===== config.mk =====
export PLATFORM = sky130hd
export DESIGN_NAME = spi_regfile
export DESIGN_NICKNAME = d
export VERILOG_FILES = /design/src/rtl/spi_regfile.sv
export SDC_FILE = /design/constraint.sdc
export NUM_CORES = 1
export LEC_CHECK = 0
export BUFFER_PORTS_ARGS = -buffer_cell sky130_fd_sc_hd__buf_2
export CAP_MARGIN = 10
export CORE_AREA = 5 5 107 69
export DETAILED_ROUTE_END_ITERATION = 7
export DIE_AREA = 0 0 112 74
export PLACE_DENSITY = 0.74
export SLEW_MARGIN = 10
export SYNTH_ARGS = -nofsm -noshare
export SYNTH_HDL_FRONTEND = slang
export SYNTH_SLANG_ARGS = --single-unit

===== constraint.sdc =====
create_clock -name wb_clk_i -period 4.4 [get_ports wb_clk_i]
set_clock_uncertainty 0.15 [all_clocks]
set_input_delay 1.1 -clock wb_clk_i [delete_from_list [all_inputs] [get_ports wb_clk_i]]
set_output_delay 1.1 -clock wb_clk_i [all_outputs]
set_load 0.005 [all_outputs]

===== src/rtl/spi_regfile.sv =====
// SPI-slave register file; every SPI pin is oversampled and edge-detected in the wb_clk_i domain.
// Define SPI_REGFILE_AUTOINC_EN to accept burst frames with an auto-incrementing address.
module spi_regfile #(
    parameter int unsigned          REG_WIDTH  = 8,
    parameter int unsigned          ADDR_WIDTH = 2,
    parameter int unsigned          NUM_REGS   = 4,
    parameter logic [REG_WIDTH-1:0] RESET_VAL  = '0,
    parameter bit                   CPOL       = 1'b0
) (
    input  logic                          wb_clk_i,
    input  logic                          wb_rst_i,
    input  logic                          spi_sel_i,
    input  logic                          spi_clk_i,
    input  logic                          spi_mosi_i,
    output logic                          spi_miso_o,
    output logic                          spi_miso_oeb_o,
    output logic [NUM_REGS*REG_WIDTH-1:0] reg_data_o,
    output logic [NUM_REGS-1:0]           reg_wr_stb_o,
    output logic                          frame_err_o
);

    localparam int CW = $clog2(REG_WIDTH + ADDR_WIDTH + 2);

    typedef enum logic [2:0] {IDLE, CMD, DATA, DONE, DRAIN} state_t;
    state_t state, state_next;

    logic [2:0]            sel_sync, clk_sync;
    logic [1:0]            mosi_sync;
    logic                  mosi_q, sel_fall, sel_rise, lead, trail;
    logic [CW-1:0]         bit_cnt;
    logic [ADDR_WIDTH-1:0] cmd_sr, addr_q;
    logic [ADDR_WIDTH:0]   cmd_next;
    logic [REG_WIDTH-2:0]  din_sr;
    logic [REG_WIDTH-1:0]  din_next, miso_sr, rd_cur;
    logic                  rw_q, first_trail, burst_q;
    logic                  last_cmd, last_data, commit, abort;
    logic [REG_WIDTH-1:0]  regs [NUM_REGS];

    // Sel sync flops reset low so a sel already low at reset release never looks like a fall.
    always_ff @(posedge wb_clk_i or posedge wb_rst_i) begin
        if (wb_rst_i) begin
            sel_sync  <= '0;
            clk_sync  <= {3{CPOL}};
            mosi_sync <= '0;
            mosi_q    <= 1'b0;
            sel_fall  <= 1'b0;
            sel_rise  <= 1'b0;
            lead      <= 1'b0;
            trail     <= 1'b0;
        end else begin
            sel_sync  <= {sel_sync[1:0], spi_sel_i};
            clk_sync  <= {clk_sync[1:0], spi_clk_i};
            mosi_sync <= {mosi_sync[0], spi_mosi_i};
            mosi_q    <= mosi_sync[1];
            sel_fall  <= sel_sync[2] & ~sel_sync[1];
            sel_rise  <= ~sel_sync[2] & sel_sync[1];
            lead      <= CPOL ? (clk_sync[2] & ~clk_sync[1]) : (~clk_sync[2] & clk_sync[1]);
            trail     <= CPOL ? (~clk_sync[2] & clk_sync[1]) : (clk_sync[2] & ~clk_sync[1]);
        end
    end

    assign cmd_next  = {cmd_sr, mosi_q};
    assign din_next  = {din_sr, mosi_q};
    assign last_cmd  = (bit_cnt == CW'(ADDR_WIDTH));
    assign last_data = (bit_cnt == CW'(REG_WIDTH - 1));

    always_comb begin
        rd_cur = '0;
        for (int k = 0; k < int'(NUM_REGS); k++) begin
            if (addr_q == ADDR_WIDTH'(k)) rd_cur = regs[k];
        end
    end

`ifdef SPI_REGFILE_AUTOINC_EN
    logic [ADDR_WIDTH-1:0] addr_inc;
    logic [REG_WIDTH-1:0]  rd_inc;

    assign addr_inc = (32'(addr_q) == NUM_REGS - 1) ? '0 : addr_q + 1'b1;

    always_comb begin
        rd_inc = '0;
        for (int k = 0; k < int'(NUM_REGS); k++) begin
            if (addr_inc == ADDR_WIDTH'(k)) rd_inc = regs[k];
        end
    end
`endif

    always_ff @(posedge wb_clk_i or posedge wb_rst_i) begin
        if (wb_rst_i) state <= IDLE;
        else          state <= state_next;
    end

    // A final data bit seen together with sel rise still commits; the frame then ends cleanly.
    always_comb begin
        state_next = state;
        commit     = 1'b0;
        abort      = 1'b0;
        case (state)
            IDLE: if (sel_fall) state_next = CMD;
            CMD: begin
                if (sel_rise) begin
                    state_next = IDLE;
                    abort      = 1'b1;
                end else if (lead && last_cmd) begin
                    state_next = DATA;
                end
            end
            DATA: begin
                if (lead && last_data) begin
                    commit     = 1'b1;
                    state_next = sel_rise ? IDLE : DONE;
                end else if (sel_rise) begin
                    state_next = IDLE;
                    abort      = (bit_cnt != '0) || !burst_q;
                end
            end
            DONE: begin
                if (sel_rise) state_next = IDLE;
                else begin
`ifdef SPI_REGFILE_AUTOINC_EN
                    state_next = DATA;
`else
                    state_next = DRAIN;
`endif
                end
            end
            DRAIN:   if (sel_rise) state_next = IDLE;
            default: state_next = IDLE;
        endcase
    end

    // reg_wr_stb_o and frame_err_o are single-cycle pulses; there is no back-pressure.
    always_ff @(posedge wb_clk_i or posedge wb_rst_i) begin
        if (wb_rst_i) begin
            for (int k = 0; k < int'(NUM_REGS); k++) regs[k] <= RESET_VAL;
            bit_cnt      <= '0;
            cmd_sr       <= '0;
            addr_q       <= '0;
            rw_q         <= 1'b0;
            din_sr       <= '0;
            miso_sr      <= '0;
            first_trail  <= 1'b0;
            burst_q      <= 1'b0;
            reg_wr_stb_o <= '0;
            frame_err_o  <= 1'b0;
        end else begin
            reg_wr_stb_o <= '0;
            frame_err_o  <= abort;
            case (state)
                IDLE: begin
                    if (sel_fall) begin
                        bit_cnt <= '0;
                        burst_q <= 1'b0;
                        miso_sr <= '0;
                    end
                end
                CMD: begin
                    if (lead) begin
                        cmd_sr  <= cmd_next[ADDR_WIDTH-1:0];
                        bit_cnt <= bit_cnt + 1'b1;
                        if (last_cmd) begin
                            rw_q        <= cmd_next[ADDR_WIDTH];
                            addr_q      <= cmd_next[ADDR_WIDTH-1:0];
                            bit_cnt     <= '0;
                            first_trail <= 1'b1;
                        end
                    end
                end
                DATA: begin
                    if (lead) begin
                        din_sr  <= din_next[REG_WIDTH-2:0];
                        bit_cnt <= bit_cnt + 1'b1;
                    end
                    // First trailing edge of a word presents the MSB; later ones shift.
                    if (trail) begin
                        if (first_trail) begin
                            miso_sr     <= rd_cur;
                            first_trail <= 1'b0;
                        end else begin
                            miso_sr <= {miso_sr[REG_WIDTH-2:0], 1'b0};
                        end
                    end
                    if (commit && rw_q) begin
                        for (int k = 0; k < int'(NUM_REGS); k++) begin
                            if (addr_q == ADDR_WIDTH'(k)) begin
                                regs[k]         <= din_next;
                                reg_wr_stb_o[k] <= 1'b1;
                            end
                        end
                    end
                end
`ifdef SPI_REGFILE_AUTOINC_EN
                DONE: begin
                    if (!sel_rise) begin
                        addr_q      <= addr_inc;
                        bit_cnt     <= '0;
                        burst_q     <= 1'b1;
                        miso_sr     <= rd_inc;
                        first_trail <= 1'b1;
                    end
                end
`endif
                default: ;
            endcase
        end
    end

    for (genvar k = 0; k < NUM_REGS; k++) begin : g_out
        assign reg_data_o[k*REG_WIDTH +: REG_WIDTH] = regs[k];
    end

    assign spi_miso_o     = (state == DATA && !rw_q) ? miso_sr[REG_WIDTH-1] : 1'b0;
    assign spi_miso_oeb_o = (state == IDLE);

endmodule

==> results.toml, run 1 <==
[synth]
ys_seq_elements = 78
synth.largest_area_cell = "dfrtp_1"
synth_top_area_share_pct = 59.1
synth_area_um2 = 3300
seq_area_frac_synth_pct = 59.1
syn_nets = 245
synth_edf_count = 0
ys_async_sr_fraction_pct = 100
synth_flop_cell = "dfrtp_1"
syn_area_per_cell_um2 = 13.9
syn_inst = 238
synth_cell_types = 34
synth.area.top_cells = "dfrtp_1 59%, mux2_2 15%, mux4_2 5.5%"
yosysWarnings = 0

[sta]
hold_violations = 0
final.setup.tns_ns = 0
fin_crit_ns = 2.84
fmax_mhz = 352
max-slew-margin-rel_pct = 41.1
worst_pin_slew_ns = 0.883
period_share_pct = 64.5
drv_slew = 0
rsz0062_at_grt = "false"
report.final.setup_viol = 0
holdWs_ns = 0.202

[power]
leakagePower_nw = 1.94
ir_worst_vdd_uv = 204
power_density_nw_per_um2 = 460
finalPower_mw = 1.76

[critical_path]
r2r_start = "bit_cnt[0]"
ff2ff_path_depth = 5
crit_type = "flop to primary output"
cp.depth = 3
crit_path_top_delay_cell = "dfrtp_1"
cp-startpoint = "state[0]"
cp_cell_sequence = "nand2b_1, nor4b_1, buf_2"
critPathMaxFanout = 12
cp.arrival_ns = 1.59
critPathCaptureType = "primary output"
slowest_delay_ns = 0.53
critPathTopFamily = "simple AND/OR/NAND/NOR gates"
cp-start-kind = "flop"
required_ns = 3.15
cp_num_buf_inv = 1

[cts]
clk_latency_ns = 0.34
cts.repair.resized = 0
htreeDepth = 3
post_cts_buffers = 0
ctsLongestPathBuffers = 2
clockRootBuffer = "clkbuf_8"
cts_tree = "yes"
clkTransAtPathRegs_ns = 0.08
postCtsHoldBufs = 0
cts.sinks = 78
cts_inserted_buffers = 9

[die]
initial_core_util_pct = 51.9
ioPinCount = 44
core_um2 = 6360
row_count = 23
die-area_um2 = 8290
die_h_um = 74
die-width_um = 112

[global_route]
grt_pass1_vias = 2134
grt_max_degree = 53
grt_pass1_wl_um = 11000
gr-total-overflow = 0
antenna_found_initial = 0
grt_use_total_pct = 17.4

[placed_design]
post-dp-hpwl_um = 4750
gp_congestion = 0.809
dp_cells = 358
place_area_um2 = 3590
port_buffers = 43

[routing]
vias_per_cell = 5.57
drc = 0
antenna_left = 0
wire_per_inst_um = 18.3
first_pass_iters = 4
drt_wl_total_um = 6860
drt_iter0_drc = 120
num_vias = 2083

[run_status]
status = "finished clean"

[layout]
nets = 289
diodes = 0
area.growth.synth_to_final_pct = 16.2
fin_area_um2 = 3840
post_layout_nonfiller_instances = 374
num-fill-cells = 511
drive_gt1_share_pct = 40.4

[flow_run]
maxCapViolations = 0

[hold_path]
holdPathStages = 0
holdCritPathClass = "flop to flop"
holdCritStartpoint = "clk_sync[0]"
## final cells by class
| class | count | area (µm²) | area share, % |
|---|---|---|---|
| Timing Repair Buffer | 45 | 230 | 6.00 |
| Clock buffer | 11 | 141 | 3.68 |
| Tap cell | 87 | 109 | 2.84 |
| Sequential cell | 78 | 1950 | 50.9 |
| Multi-Input combinational cell | 141 | 1270 | 33.1 |
| Inverter | 7 | 27.5 | 0.717 |
| Clock inverter | 5 | 106 | 2.77 |
## cell usage after synthesis (2+ instances only)
master,instances
nor3b_1,4
o21ai_0,9
mux4_2,8
nor2_1,15
mux2_2,44
a211oi_1,7
nand2b_1,3
inv_1,7
buf_1,2
dfrtp_1,78
ha_1,2
nor2b_1,5
mux2i_1,9
nor3_1,3
nand3_1,4
nand2_1,5
a21oi_1,5
nand3b_1,3
clkbuf_1,6
buf_2,3
and2_1,3
## power breakdown
part | switching, mW | internal (mW)
logic | 0.100 | 0.112
clock network | 0.254 | 0.394
registers | 0.108 | 0.796
total | 0.463 | 1.30
## placed cells by master, fill, tap and decap left out, types with 2 or more instances in the layout
cell	instances
inv_1	6
mux4_2	8
buf_4	2
nor3b_1	4
buf_2	43
a211oi_1	7
nand3_1	4
and2_1	3
nor3_1	3
clkbuf_8	10
nor2b_1	5
nor2_1	15
o21ai_0	9
mux2i_1	9
ha_1	2
nand3b_1	3
dfrtp_1	78
a21oi_1	5
bufinv_16	3
nand2_1	5
nand2b_1	3
mux2_2	44
## cell families (layout without fill, tap and decap cells)
| family | after synthesis | after routing | share of synthesized area, % |
|---|---|---|---|
| multiplexers | 61 | 61 | 23.2 |
| buffers and inverters | 19 | 68 | 2.39 |
| adder cells (fa/ha/maj) | 2 | 2 | 0.758 |
| flip-flops | 78 | 78 | 59.1 |
| AO/OA/AOI/OAI | 26 | 26 | 5.04 |
| AND/OR/NAND/NOR | 52 | 52 | 9.51 |
## layer usage
layer	vias to the layer above	share of wire, %	GRT usage (%)
li1	951	-	-
met3	7	5.8	5.61
met5	-	0	0
met1	1066	50	26.1
met4	0	0.76	4.80
met2	59	44	24.7
## worst paths after layout
path                            endpoint  slack (ns)
setup reg to reg           reg_data_o[1]        1.96
hold reg to reg              clk_sync[1]        0.20
hold / removal               clk_sync[1]        0.20
setup / recovery              spi_miso_o        1.56
min in group asynchronous   mosi_sync[0]        0.76
max in group asynchronous      addr_q[1]        2.47
## state kept, by name (all words and copies together), names as in the netlist
register and flops:
clk_sync 3, rw_q 1, first_trail 1, frame_err_o 1, addr_q 2, lead 1
sel_rise 1, mosi_q 1, trail 1, cmd_sr 2, mosi_sync 2, miso_sr 8
state 3, sel_fall 1, din_sr 7, reg_data_o 32, sel_sync 3, reg_wr_stb_o 4
bit_cnt 4
## stage by stage
stage / util (%) / setup slack [ns]
global route: 60.3 / 1.37
CTS: 60.3 / 1.52
floorplan: - / 1.15
detailed placement: 56.4 / 1.92
finish: 60.3 / 1.56
global placement: 56.4 / 2.00
(Power assumes the default switching activity.)
==> run 2, diff against run 1 <==
==> constraint.sdc (replaced) <==
create_clock -name wb_clk_i -period 2.8 [get_ports wb_clk_i]
set_clock_uncertainty 0.15 [all_clocks]
set_input_delay 0.7 -clock wb_clk_i [delete_from_list [all_inputs] [get_ports wb_clk_i]]
set_output_delay 0.7 -clock wb_clk_i [all_outputs]
set_load 0.005 [all_outputs]
==> run 2 against run 1 <==
  * Critical path depth unchanged
  * Combinational power up 73%
  * Final cell count is 0.53% higher
  * Sequential power grew 54%
  * Worst hold slack better by 0.0024 ns
==> results.toml, run 2 (same netlist as run 1, synthesis figures left out) <==
[run_status]
status = "finished clean"

[critical_path]
r2r_slack_ns = 0.40
slowest_delay_ns = 0.53
crit_type = "flop to primary output"
critPathTopFamily = "simple AND/OR/NAND/NOR gates"
critPathCaptureType = "primary output"
crit_path_top_delay_cell = "dfrtp_1"
cp_cell_sequence = "nand2b_1, nor4b_1, buf_2"
r2r-end = "reg_data_o[1]"
required_ns = 1.95
ff2ff_path_depth = 5
critPathMaxFanout = 12
cp.arrival_ns = 1.69
r2r_start = "bit_cnt[0]"
cp-start-kind = "flop"
cp_num_buf_inv = 1

[die]
die-area_um2 = 8290
die_h_um = 74
die-width_um = 112
ioPinCount = 44
initial_core_util_pct = 51.9
core_um2 = 6360
row_count = 23

[global_route]
grt_pass1_vias = 2010
grt_max_degree = 50
antenna_found_initial = 0
grt_pass1_wl_um = 10700
grt_use_total_pct = 17.0
gr-total-overflow = 0

[power]
power_density_nw_per_um2 = 686
leakagePower_nw = 1.94
pwr-share-comb_pct = 13.9
p_switching_uw = 700
clkPwrFrac_pct = 33.1
ir_worst_vdd_uv = 315
power.internal_mw = 1.93
finalPower_mw = 2.63
seqPwrFrac_pct = 52.9
switching_share_pct = 26.6

[routing]
vias_per_cell = 5.45
wire_per_inst_um = 17.4
first_pass_iters = 4
drt_wl_total_um = 6530
antenna_left = 0
drc = 0
drt_iter0_drc = 58
num_vias = 2048

[sta]
period_share_pct = 90.8
worst_pin_slew_ns = 0.821
max-slew-margin-rel_pct = 44.5
fmax_mhz = 393
drv_slew = 0
final.setup.tns_ns = 0
hold_violations = 0
fin_crit_ns = 2.54
rsz0062_at_grt = "false"
report.final.setup_viol = 0

[layout]
final_common_cell = "dfrtp_1"
nets = 292
layout_common_cells = "78 x dfrtp_1, 44 x mux2_2, 43 x buf_2, 15 x nor2_1"
diodes = 0
drive_gt1_share_pct = 40.8
post_layout_nonfiller_instances = 376
largest_register_ffs = 32
num-fill-cells = 510
area.growth.synth_to_final_pct = 16.0

[hold_path]
holdCritPathClass = "flop to flop"
whs_endpoint = "mosi_sync[1]"
holdPathStages = 0
holdCritStartpoint = "mosi_sync[0]"

[placed_design]
post-dp-hpwl_um = 4570
gp_congestion = 0.776
port_buffers = 43
dp_cells = 361

[flow_run]
maxCapViolations = 0

[cts]
htreeDepth = 3
clockRootBuffer = "clkbuf_8"
clk_latency_ns = 0.35
cts.sinks = 78
ctsLongestPathBuffers = 2
post_cts_buffers = 0
cts_inserted_buffers = 9
postCtsHoldBufs = 0
cts_tree = "yes"
cts.repair.resized = 0
clkTransAtPathRegs_ns = 0.07
run 2: cell count changes in the layout (fill, tap and decap cells not counted), sizes merged:
cell / before / now
bufinv: 3 / 2
clkbuf: 11 / 10
clkinv: 2 / 3
buf: 45 / 48
run 2: power groups by stage:
| stage | combinational, mW | sequential, mW | clock [mW] |
|---|---|---|---|
| floorplan | 0.333 | 1.34 | 0 |
| global placement | 0.363 | 1.41 | 0 |
| detailed placement | 0.367 | 1.41 | 0 |
| CTS | 0.368 | 1.39 | 0.889 |
| global route | 0.415 | 1.41 | 0.942 |
| finish | 0.367 | 1.39 | 0.871 |
run 2: worst max-delay path by stage:
stage,startpoint,to,slack [ns],cells after the start
2_1_floorplan,bit_cnt[0],reg_data_o[0],0.72,5
3_3_place_gp,bit_cnt[0],reg_data_o[0],0.44,5
3_5_place_dp,bit_cnt[0],reg_data_o[1],0.42,5
4_1_cts,state[0],spi_miso_o,0.27,3
5_1_grt,state[1],spi_miso_o,0.15,3
6_report,state[0],spi_miso_o,0.26,3
run 2: stage by stage:
step	hold slack, ns	setup WS (ns)	utilization (%)	area (µm²)
6_report	0.204	0.258	60.2	3830
5_1_grt	0.211	0.147	60.2	3830
4_1_cts	0.209	0.270	60.2	3830
3_5_place_dp	0.192	0.417	57.0	3630
3_3_place_gp	0.182	0.439	57.0	3630
2_1_floorplan	0.181	0.723	-	3310
run 2: cell type report:
cell class                      instances  area (µm²)  share of cell area (%)
Clock inverter                          5        75.1                    1.96
Sequential cell                        78        1950                    51.0
Tap cell                               87         109                    2.84
Clock buffer                           10         128                    3.33
Inverter                                7        30.0                   0.784
Timing Repair Buffer                   48         265                    6.93
Multi-Input combinational cell        141        1270                    33.2
run 2: worst register-to-register path, delay by kind of cell (launching register included):
| kind | cells | cell delay (ns) |
|---|---|---|
| flops | 1 | 0.39 |
| simple gates | 3 | 1.16 |
| mux | 1 | 0.40 |
| fa+ha+maj | 1 | 0.18 |
run 2: layer usage:
metal  GRT usage, %  vias to the layer above  part of all wire, %  routed length (µm)
met5              0                        -                    0                   0
met4           3.60                        0                 0.69                  45
met3           6.26                        5                  6.2                 402
met2           22.5                       61                   40                2630
met1           26.5                     1030                   53                3450
li1               -                      952                    -                   -
==> run 3, diff against run 2 <==
--- a/config.mk
+++ b/config.mk
@@ -7,10 +7,10 @@
 export LEC_CHECK = 0
 export BUFFER_PORTS_ARGS = -buffer_cell sky130_fd_sc_hd__buf_2
 export CAP_MARGIN = 10
-export CORE_AREA = 5 5 107 69
+export CORE_AREA = 5 5 105 67
 export DETAILED_ROUTE_END_ITERATION = 7
-export DIE_AREA = 0 0 112 74
-export PLACE_DENSITY = 0.74
+export DIE_AREA = 0 0 110 72
+export PLACE_DENSITY = 0.78
 export SLEW_MARGIN = 10
 export SYNTH_ARGS = -nofsm -noshare
 export SYNTH_HDL_FRONTEND = slang
==> run 3 against run 2 <==
  * Routed wire length is 1.6% lower
  * Via count fell by 0.44%
  * Sequential cell count unchanged
  * Highest routed layer unchanged
  * Critical path type unchanged
  * Sequential power about the same
  * Clock-buffer cell count grew 1
  * Critical endpoint unchanged
==> results.toml, run 3 (same netlist as run 1, synthesis figures left out) <==
[flow_run]
maxCapViolations = 0

[global_route]
grt_pass1_vias = 1972
grt_use_total_pct = 17.8
antenna_found_initial = 0
grt_pass1_wl_um = 10700
grt_max_degree = 29
gr-total-overflow = 0

[routing]
drt_iter0_drc = 97
wire_per_inst_um = 17.2
first_pass_iters = 4
drt_wl_total_um = 6420
antenna_left = 0
vias_per_cell = 5.45
drc = 0
num_vias = 2039

[sta]
worst_pin_slew_ns = 0.726
period_share_pct = 87.7
drv_slew = 0
holdWs_ns = 0.199
report.final.setup_viol = 0
worst_slack_ns = 0.344
max-slew-margin-rel_pct = 51.0
hold_violations = 0
fin_crit_ns = 2.46
final.setup.tns_ns = 0
fmax_mhz = 407
rsz0062_at_grt = "false"

[cts]
postCtsHoldBufs = 0
htreeDepth = 3
cts_tree = "yes"
post_cts_buffers = 0
cts.repair.resized = 0
ctsLongestPathBuffers = 2
clk_latency_ns = 0.34
cts.sinks = 78
cts_inserted_buffers = 9
clkTransAtPathRegs_ns = 0.07
clockRootBuffer = "clkbuf_8"

[die]
ioPinCount = 44
die_h_um = 72
die-area_um2 = 7920
die-width_um = 110
initial_core_util_pct = 55.3
row_count = 22
core_um2 = 5970

[critical_path]
crit_type = "flop to primary output"
cp_cell_sequence = "nand2b_1, nor4b_1, buf_2"
cp-start-kind = "flop"
critPathCaptureType = "primary output"
critPathMaxFanout = 12
crit_path_top_delay_cell = "dfrtp_1"
cp_num_buf_inv = 1
cp.depth = 3
required_ns = 1.95
critPathTopFamily = "simple AND/OR/NAND/NOR gates"
cp.arrival_ns = 1.61
slowest_delay_ns = 0.54
ff2ff_path_depth = 5
r2r_slack_ns = 0.42

[placed_design]
place_area_um2 = 3620
dpl_worst_slack_ns = 0.416
post-dp-hpwl_um = 4670
port_buffers = 43
gp_congestion = 0.909

[layout]
diodes = 0
final_common_cell = "dfrtp_1"
layout_common_cells = "78 x dfrtp_1, 44 x mux2_2, 43 x buf_2, 15 x nor2_1"
drive_gt1_share_pct = 40.7
largest_register_ffs = 32
nets = 293
area.growth.synth_to_final_pct = 15.8
fin_area_um2 = 3820

[hold_path]
holdPathStages = 0
holdCritPathClass = "flop to flop"

[power]
ir_worst_vdd_uv = 344
finalPower_mw = 2.62
power_density_nw_per_um2 = 685
leakagePower_nw = 1.94

[run_status]
status = "finished clean"
-- run 3: worst paths after layout --
check / startpoint / to
worst min-delay path: clk_sync[0] / clk_sync[1]
worst min register to register: clk_sync[0] / clk_sync[1]
min in group asynchronous: wb_rst_i / miso_sr[2]
worst max-delay path: state[0] / spi_miso_o
max in group asynchronous: wb_rst_i / addr_q[1]
worst max register to register: bit_cnt[0] / reg_data_o[1]
-- run 3: stage by stage --
stage                     instances  util [%]
after floorplan                 238         -
after global placement          359      60.6
after detailed placement        359      60.6
after CTS                       374      64.0
after global routing            374      64.0
final                           374      64.0
-- run 3: final cells by class --
type,count,area (µm²)
fillers,460,2150
flip-flops and latches,78,1950
multi-input cells,141,1270
repair buffers,49,260
clock buffers,11,131
well taps,84,105
clock inverters,4,72.6
inverters,7,30.0
-- run 3: per-layer routing --
layer / part of all wire [%] / track usage (%) / vias to the layer above
met1: 51 / 29.0 / 1026
met5: 0 / 0 / -
met2: 41 / 22.8 / 62
met4: 0.48 / 4.15 / 0
met3: 8.0 / 5.24 / 4
li1: - / - / 947
-- run 3: worst reg2reg max path, cell delays in order (launching register included) --
cell	delay (ns)
dfrtp_1	0.40
ha_1	0.19
nand4b_1	0.20
nor4_4	0.38
nor3b_4	0.54
mux2_2	0.39
-- run 3: power by group --
group	switching [mW]	internal, mW
sequential	0.154	1.25
clock	0.375	0.496
combinational	0.163	0.181
